### config.mk
export PLATFORM = sky130hd
export DESIGN_NAME = uart_transceiver_flat
export DESIGN_NICKNAME = d
export VERILOG_FILES = /design/src/rtl/uart_transceiver_if.sv /design/src/rtl/uart_transceiver.sv /design/src/flat_wrapper.sv
export SDC_FILE = /design/constraint.sdc
export NUM_CORES = 1
export LEC_CHECK = 0
export BUFFER_PORTS_ARGS = -buffer_cell sky130_fd_sc_hd__buf_2
export CAP_MARGIN = 10
export CORE_ASPECT_RATIO = 1.2
export CORE_MARGIN = 4
export CORE_UTILIZATION = 53
export DETAILED_ROUTE_END_ITERATION = 8
export PLACE_DENSITY = 0.69
export SLEW_MARGIN = 20
export SYNTH_ARGS = -nofsm -noshare
export SYNTH_HDL_FRONTEND = slang
export SYNTH_SLANG_ARGS = --single-unit
### constraint.sdc
create_clock -name i_clk -period 3 [get_ports i_clk]
set_input_delay 0.6 -clock i_clk [delete_from_list [all_inputs] [get_ports i_clk]]
set_output_delay 0.6 -clock i_clk [all_outputs]
set_load 0.01 [all_outputs]
### src/rtl/uart_transceiver_if.sv
// Host and serial signals of the UART transceiver.
// master = host/line side, slave = the transceiver.
interface uart_transceiver_if #(
   parameter int DBIT = 8
);
   logic            i_rd_uart;
   logic            i_wr_uart;
   logic            i_rx;
   logic [DBIT-1:0] i_w_data;
   logic            o_tx_full;
   logic            o_rx_empty;
   logic            o_tx;
   logic [DBIT-1:0] o_r_data;

   modport master (
      output i_rd_uart, i_wr_uart, i_rx, i_w_data,
      input  o_tx_full, o_rx_empty, o_tx, o_r_data
   );

   modport slave (
      input  i_rd_uart, i_wr_uart, i_rx, i_w_data,
      output o_tx_full, o_rx_empty, o_tx, o_r_data
   );
endinterface

### src/rtl/uart_transceiver.sv
// Full-duplex 16x-oversampled UART with one FIFO per direction.
// Define UART_LOOPBACK_EN to feed the TX line into the receiver.
module uart_transceiver #(
   parameter int DBIT    = 8,
   parameter int SB_TICK = 16,
   parameter int DVSR    = 326,
   parameter int FIFO_W  = 5
) (
   input  logic             i_clk,
   input  logic             i_reset,
   uart_transceiver_if.slave bus
);
   localparam int NW    = $clog2(DBIT);
   localparam int DEPTH = 1 << FIFO_W;

   typedef enum logic [1:0] {IDLE, START, DATA, STOP} state_t;

   logic [15:0] baud_cnt;
   logic        tick;

   assign tick = (baud_cnt == 16'(DVSR - 1));

   always_ff @(posedge i_clk or posedge i_reset)
      if (i_reset) baud_cnt <= '0;
      else         baud_cnt <= tick ? '0 : baud_cnt + 16'd1;

   // ---------------- receiver ----------------
   state_t          rx_st, rx_st_n;
   logic [4:0]      rx_s, rx_s_n;
   logic [NW-1:0]   rx_n, rx_n_n;
   logic [DBIT-1:0] rx_b, rx_b_n;
   logic            rx_done, rx_in;
   logic            tx_q;

`ifdef UART_LOOPBACK_EN
   assign rx_in = tx_q;
`else
   assign rx_in = bus.i_rx;
`endif

   always_ff @(posedge i_clk or posedge i_reset)
      if (i_reset) begin
         rx_st <= IDLE;
         rx_s  <= '0;
         rx_n  <= '0;
         rx_b  <= '0;
      end else begin
         rx_st <= rx_st_n;
         rx_s  <= rx_s_n;
         rx_n  <= rx_n_n;
         rx_b  <= rx_b_n;
      end

   always_comb begin
      rx_st_n = rx_st;
      rx_s_n  = rx_s;
      rx_n_n  = rx_n;
      rx_b_n  = rx_b;
      rx_done = 1'b0;
      unique case (rx_st)
         IDLE:
            if (!rx_in) begin
               rx_st_n = START;
               rx_s_n  = '0;
            end
         START:
            if (tick) begin
               if (rx_s == 5'd7) begin
                  rx_st_n = DATA;
                  rx_s_n  = '0;
                  rx_n_n  = '0;
               end else rx_s_n = rx_s + 5'd1;
            end
         DATA:
            if (tick) begin
               if (rx_s == 5'd15) begin
                  rx_s_n = '0;
                  rx_b_n = {rx_in, rx_b[DBIT-1:1]};
                  if (rx_n == NW'(DBIT - 1)) rx_st_n = STOP;
                  else rx_n_n = rx_n + NW'(1);
               end else rx_s_n = rx_s + 5'd1;
            end
         STOP:
            if (tick) begin
               if (rx_s == 5'(SB_TICK - 1)) begin
                  rx_st_n = IDLE;
                  rx_done = 1'b1;
               end else rx_s_n = rx_s + 5'd1;
            end
         default: rx_st_n = IDLE;
      endcase
   end

   // ---------------- RX FIFO ----------------
   logic [DBIT-1:0]   rx_mem [DEPTH];
   logic [FIFO_W-1:0] rf_w, rf_r;
   logic              rf_full, rf_empty, rf_do_w, rf_do_r;

   // A full FIFO still accepts a write when the same clock frees a slot.
   assign rf_do_w = rx_done & (!rf_full | bus.i_rd_uart);
   assign rf_do_r = bus.i_rd_uart & !rf_empty;

   always_ff @(posedge i_clk)
      if (rf_do_w) rx_mem[rf_w] <= rx_b;

   always_ff @(posedge i_clk or posedge i_reset)
      if (i_reset) begin
         rf_w     <= '0;
         rf_r     <= '0;
         rf_full  <= 1'b0;
         rf_empty <= 1'b1;
      end else begin
         if (rf_do_w) rf_w <= rf_w + FIFO_W'(1);
         if (rf_do_r) rf_r <= rf_r + FIFO_W'(1);
         if (rf_do_w && !rf_do_r) begin
            rf_empty <= 1'b0;
            rf_full  <= ((rf_w + FIFO_W'(1)) == rf_r);
         end else if (rf_do_r && !rf_do_w) begin
            rf_full  <= 1'b0;
            rf_empty <= ((rf_r + FIFO_W'(1)) == rf_w);
         end
      end

   assign bus.o_r_data   = rx_mem[rf_r];
   assign bus.o_rx_empty = rf_empty;

   // ---------------- TX FIFO ----------------
   logic [DBIT-1:0]   tx_mem [DEPTH];
   logic [FIFO_W-1:0] tf_w, tf_r;
   logic              tf_full, tf_empty, tf_do_w, tf_do_r, tx_rd;

   assign tf_do_w = bus.i_wr_uart & (!tf_full | tx_rd);
   assign tf_do_r = tx_rd & !tf_empty;

   always_ff @(posedge i_clk)
      if (tf_do_w) tx_mem[tf_w] <= bus.i_w_data;

   always_ff @(posedge i_clk or posedge i_reset)
      if (i_reset) begin
         tf_w     <= '0;
         tf_r     <= '0;
         tf_full  <= 1'b0;
         tf_empty <= 1'b1;
      end else begin
         if (tf_do_w) tf_w <= tf_w + FIFO_W'(1);
         if (tf_do_r) tf_r <= tf_r + FIFO_W'(1);
         if (tf_do_w && !tf_do_r) begin
            tf_empty <= 1'b0;
            tf_full  <= ((tf_w + FIFO_W'(1)) == tf_r);
         end else if (tf_do_r && !tf_do_w) begin
            tf_full  <= 1'b0;
            tf_empty <= ((tf_r + FIFO_W'(1)) == tf_w);
         end
      end

   assign bus.o_tx_full = tf_full;

   // ---------------- transmitter ----------------
   state_t          tx_st, tx_st_n;
   logic [4:0]      tx_s, tx_s_n;
   logic [NW-1:0]   tx_n, tx_n_n;
   logic [DBIT-1:0] tx_b, tx_b_n;
   logic            tx_d;

   always_ff @(posedge i_clk or posedge i_reset)
      if (i_reset) begin
         tx_st <= IDLE;
         tx_s  <= '0;
         tx_n  <= '0;
         tx_b  <= '0;
         tx_q  <= 1'b1;
      end else begin
         tx_st <= tx_st_n;
         tx_s  <= tx_s_n;
         tx_n  <= tx_n_n;
         tx_b  <= tx_b_n;
         tx_q  <= tx_d;
      end

   // tx_d is the line level for the next clock, so it leads state changes.
   always_comb begin
      tx_st_n = tx_st;
      tx_s_n  = tx_s;
      tx_n_n  = tx_n;
      tx_b_n  = tx_b;
      tx_d    = tx_q;
      tx_rd   = 1'b0;
      unique case (tx_st)
         IDLE: begin
            tx_d = 1'b1;
            if (!tf_empty) begin
               tx_rd   = 1'b1;
               tx_b_n  = tx_mem[tf_r];
               tx_s_n  = '0;
               tx_d    = 1'b0;
               tx_st_n = START;
            end
         end
         START:
            if (tick) begin
               if (tx_s == 5'd15) begin
                  tx_s_n  = '0;
                  tx_n_n  = '0;
                  tx_d    = tx_b[0];
                  tx_st_n = DATA;
               end else tx_s_n = tx_s + 5'd1;
            end
         DATA:
            if (tick) begin
               if (tx_s == 5'd15) begin
                  tx_s_n = '0;
                  tx_b_n = tx_b >> 1;
                  if (tx_n == NW'(DBIT - 1)) begin
                     tx_d    = 1'b1;
                     tx_st_n = STOP;
                  end else begin
                     tx_d   = tx_b[1];
                     tx_n_n = tx_n + NW'(1);
                  end
               end else tx_s_n = tx_s + 5'd1;
            end
         STOP: begin
            tx_d = 1'b1;
            if (tick) begin
               if (tx_s == 5'(SB_TICK - 1)) tx_st_n = IDLE;
               else tx_s_n = tx_s + 5'd1;
            end
         end
         default: tx_st_n = IDLE;
      endcase
   end

   assign bus.o_tx = tx_q;

endmodule

### src/flat_wrapper.sv
// flat-port wrapper written by rule: the top's interface ports become plain ports
module uart_transceiver_flat 
#(
   parameter int DBIT    = 8,
   parameter int SB_TICK = 16,
   parameter int DVSR    = 326,
   parameter int FIFO_W  = 5
)
  (i_clk, i_reset, bus_i_rd_uart, bus_i_wr_uart, bus_i_rx, bus_i_w_data, bus_o_tx_full, bus_o_rx_empty, bus_o_tx, bus_o_r_data);
  uart_transceiver_if #(.DBIT(DBIT)) bus_i ();
  input  logic i_clk;
  input  logic i_reset;
  input wire logic [$bits(bus_i.i_rd_uart)-1:0] bus_i_rd_uart;
  input wire logic [$bits(bus_i.i_wr_uart)-1:0] bus_i_wr_uart;
  input wire logic [$bits(bus_i.i_rx)-1:0] bus_i_rx;
  input wire logic [$bits(bus_i.i_w_data)-1:0] bus_i_w_data;
  output wire logic [$bits(bus_i.o_tx_full)-1:0] bus_o_tx_full;
  output wire logic [$bits(bus_i.o_rx_empty)-1:0] bus_o_rx_empty;
  output wire logic [$bits(bus_i.o_tx)-1:0] bus_o_tx;
  output wire logic [$bits(bus_i.o_r_data)-1:0] bus_o_r_data;
  assign bus_i.i_rd_uart = bus_i_rd_uart;
  assign bus_i.i_wr_uart = bus_i_wr_uart;
  assign bus_i.i_rx = bus_i_rx;
  assign bus_i.i_w_data = bus_i_w_data;
  assign bus_o_tx_full = bus_i.o_tx_full;
  assign bus_o_rx_empty = bus_i.o_rx_empty;
  assign bus_o_tx = bus_i.o_tx;
  assign bus_o_r_data = bus_i.o_r_data;
  uart_transceiver #(.DBIT(DBIT), .SB_TICK(SB_TICK), .DVSR(DVSR), .FIFO_W(FIFO_W)) u_core (.i_clk(i_clk), .i_reset(i_reset), .bus(bus_i));
endmodule
==> run_results.csv <==
group,metric,value,unit
timing,fmax,287,MHz
clock_tree,cts_buffers,55,
pwr,switching_share,0.244,
layout,area_growth,14.0,%
clock_tree,cts_tree,"built",
timing,layout_min_cycle_time,3.48,ns
yosys,synth_ff_type,"edfxtp_1",
timing,hold_viol,0,
pwr,peakVddDrop,591,uV
worst_setup_path,startpoint_type,"flip-flop",
detailed_routing,avgViaCountPerCell,5.86,
yosys,synth_nets,1333,
outcome,outcome,"complete, but fails checks",
die,die-area,0.0492,sq mm
yosys,synth_warnings,0,
detailed_routing,avgRoutedWirePerCell,24.5,um
pwr,p_total,18.8,mW
layout,final_cell_mix,"edfxtp_1 (512), mux4_2 (137), nor2_1 (95)",
layout,final_nets,1456,
yosys,synthCells,1286,
timing,post-route-period-util,1.16,
clock_tree,clkSlewWorstSetupHoldPaths,0.07,ns
die,rows,85,
yosys,synth_seq_cells,589,
pwr,p_per_area,681,mW/mm^2
worst_setup_path,path_class,"flip-flop to output port",
die,core_area,0.0450,sq mm
layout,post_route_cells_drive_above_1_share,0.267,
outcome,violations,"setup timing",
pwr,pwr-share-comb,0.148,
timing,skew,0.0200,ns
detailed_routing,drtIter0Drc,1075,
worst_hold_path,hp-class,"input port to asynchronous set/reset pin",
detailed_routing,drt.antenna.violating_nets,0,
clock_tree,clk_latency,0.61,ns
timing,setup_tns,-3.57,ns
detailed_routing,finalWirelength,50500,um
global_route,antenna_found_initial,0,
global_route,grt_pass1_wl,77400,um
detailed_routing,vias,12084,
layout,finalInstanceArea,0.0276,sq mm
global_route,grt_util_all_layers,0.208,
clock_tree,cts_buffer_depth,3,
yosys,synth.avg_cell_area,18.8,sq um
die,die_y,242,um
placed_design,post-dp-hpwl,30200,um
timing,rsz0062_at_grt,"yes",
detailed_routing,remaining_drc_errors,0,
pwr,power_switching,4.58,mW
yosys,synthesis.area,0.0242,sq mm
placed_design,gp_congestion,0.829,
global_route,gr-total-overflow,0,
global_route,grt_start_max_net_pins,46,
timing,tightest_slew,1.05,ns
placed_design,portBuffers,23,
timing,fin_ws,-0.482,ns
timing,maxSlewViolCount,0,
detailed_routing,drtPass1Iterations,5,
timing,setup-violations-final,8,
global_route,grt_pass1_vias,12461,
pwr,p_leak,10.0,nW
die,die_w,203,um
clock_tree,clock-root-buffer,"clkbuf_16",
pwr,p_clk_frac,0.352,
worst_setup_path,cp.arrival,2.88,ns
yosys,synth_edf_count,512,
yosys,yosysSeqAreaShare,0.714,
timing,maxSlewHeadroom,0.298,
layout,layout_commonest_cell,"edfxtp_1",
clock_tree,cts_hold_buf,0,
yosys,synth.distinct_cells,64,
clock_tree,clock-sinks,589,
worst_setup_path,required,2.40,ns
timing,whs,0.0893,ns
flow_run,drv_cap,0,
worst_setup_path,cp_max_fo,6,
die,io_pins,24,
layout,n_antenna_cell,0,
worst_setup_path,crit_path_end_kind,"output port",
placed_design,pre_cts_slack,0.108,ns
die,start_util,0.538,
pwr,p_int,14.2,mW
yosys,async_flop_share,0.131,
placed_design,placed_cell_area,0.0256,sq mm
pwr,seqPwrFrac,0.500,
clock_tree,cts_max_level,2,
==> logic make-up after synthesis <==
group | after synthesis | share of synthesized area
AOI/OAI and AO/OA | 92 | 0.0261
xor gates and xnor gates | 49 | 0.0177
adders and majority gates | 34 | 0.0176
buffers and inverters | 83 | 0.0159
DFF | 589 | 0.714
muxes | 198 | 0.160
and+or+nand+nor | 241 | 0.0488
==> state kept, by name, indices dropped and copies added (netlist names), 3 cells and up <==
name             count
u_core.rx_mem      256
u_core.tx_mem      256
u_core.baud_cnt     16
u_core.rx_b          8
u_core.tx_b          8
u_core.rf_r          5
u_core.rf_w          5
u_core.rx_s          5
u_core.tf_r          5
u_core.tf_w          5
u_core.tx_s          5
u_core.rx_n          3
u_core.tx_n          3
==> final cells by class <==
type | count | area [sq um]
clock buffer | 66 | 1460
clock inverter | 35 | 251
fill | 3198 | 17400
inverter | 24 | 91.3
multi-input combinational | 614 | 6530
sequential | 589 | 17300
tap | 609 | 762
timing repair buffer | 125 | 1210
==> final timing paths <==
kind | startpoint | end | slack [ns] | cells past startpoint
min in group i_clk | bus_i_rx | u_core.rx_b[7] | 0.30 | 2
min | i_reset | u_core.baud_cnt[2] | 0.09 | 2
min reg2reg | u_core.tx_b[6] | u_core.tx_b[6] | 0.49 | 2
max | u_core.rf_r[0] | bus_o_r_data[5] | -0.48 | 7
max in group asynchronous | i_reset | u_core.tf_empty | 2.21 | 3
max reg2reg | u_core.baud_cnt[1] | u_core.rx_mem[15][5] | 0.32 | 8
==> per-stage QoR <==
stage	utilization	instances
6_report	0.614	2062
5_1_grt	0.614	2062
4_1_cts	0.613	2061
3_5_place_dp	0.569	1946
3_3_place_gp	0.569	1946
2_1_floorplan	-	1286
==> per-layer routing <==
layer,vias to the layer above,global-route usage,part of all wire
met2,358,0.372,0.54
met5,-,0,0
li1,5382,-,-
met3,70,0.0333,0.051
met4,0,0.0488,0.019
met1,6274,0.269,0.39
==> Yosys cell counts, drive strengths merged, types with 4 or more instances <==
library cell / count / area (sq um)
nor3: 4 / 31.3
nor2: 95 / 357
a211oi: 5 / 37.5
inv: 24 / 90.1
a22o: 5 / 43.8
nor2b: 14 / 87.6
clkbuf: 35 / 131
nand2b: 5 / 31.3
edfxtp: 512 / 15400
mux2i: 26 / 260
nand2: 51 / 191
xnor2: 35 / 307
ha: 34 / 425
dfrtp: 74 / 1850
buf: 24 / 163
nand3: 19 / 95.1
mux2: 29 / 327
o21ai: 17 / 85.1
o211ai: 9 / 67.6
nor3b: 5 / 37.5
nand4: 12 / 75.1
nand3b: 9 / 67.6
mux4: 143 / 3280
and3: 8 / 50.1
o22a: 6 / 52.6
o31ai: 4 / 30.0
nor4: 4 / 25.0
a21oi: 21 / 105
xor2: 14 / 123
==> power by group through the flow <==
stage               clock network [mW]  registers [mW]  logic, mW
floorplan                            0            9.41       1.76
global placement                     0            9.56       2.24
detailed placement                   0            9.58       2.27
CTS                               6.78            9.40       2.76
global route                      7.14            9.44       2.97
finish                            6.62            9.41       2.78
==> worst max-delay path, cell delays in order, from the launching register on <==
cell and delay, ns:
dfrtp_4 0.52, buf_12 0.15, buf_12 0.13, buf_16 0.13, mux4_2 0.42, mux4_2 0.52, mux2_4 0.29, buf_6 0.12
==> what timing repair did <==
item | 4_1_cts | 5_1_grt
gates resized for setup | 25 | 4
gates cloned | 5 | 2
buffers inserted | 10 | 0
endpoints found under the setup margin | 8 | 8
(Power assumes the default switching activity.)
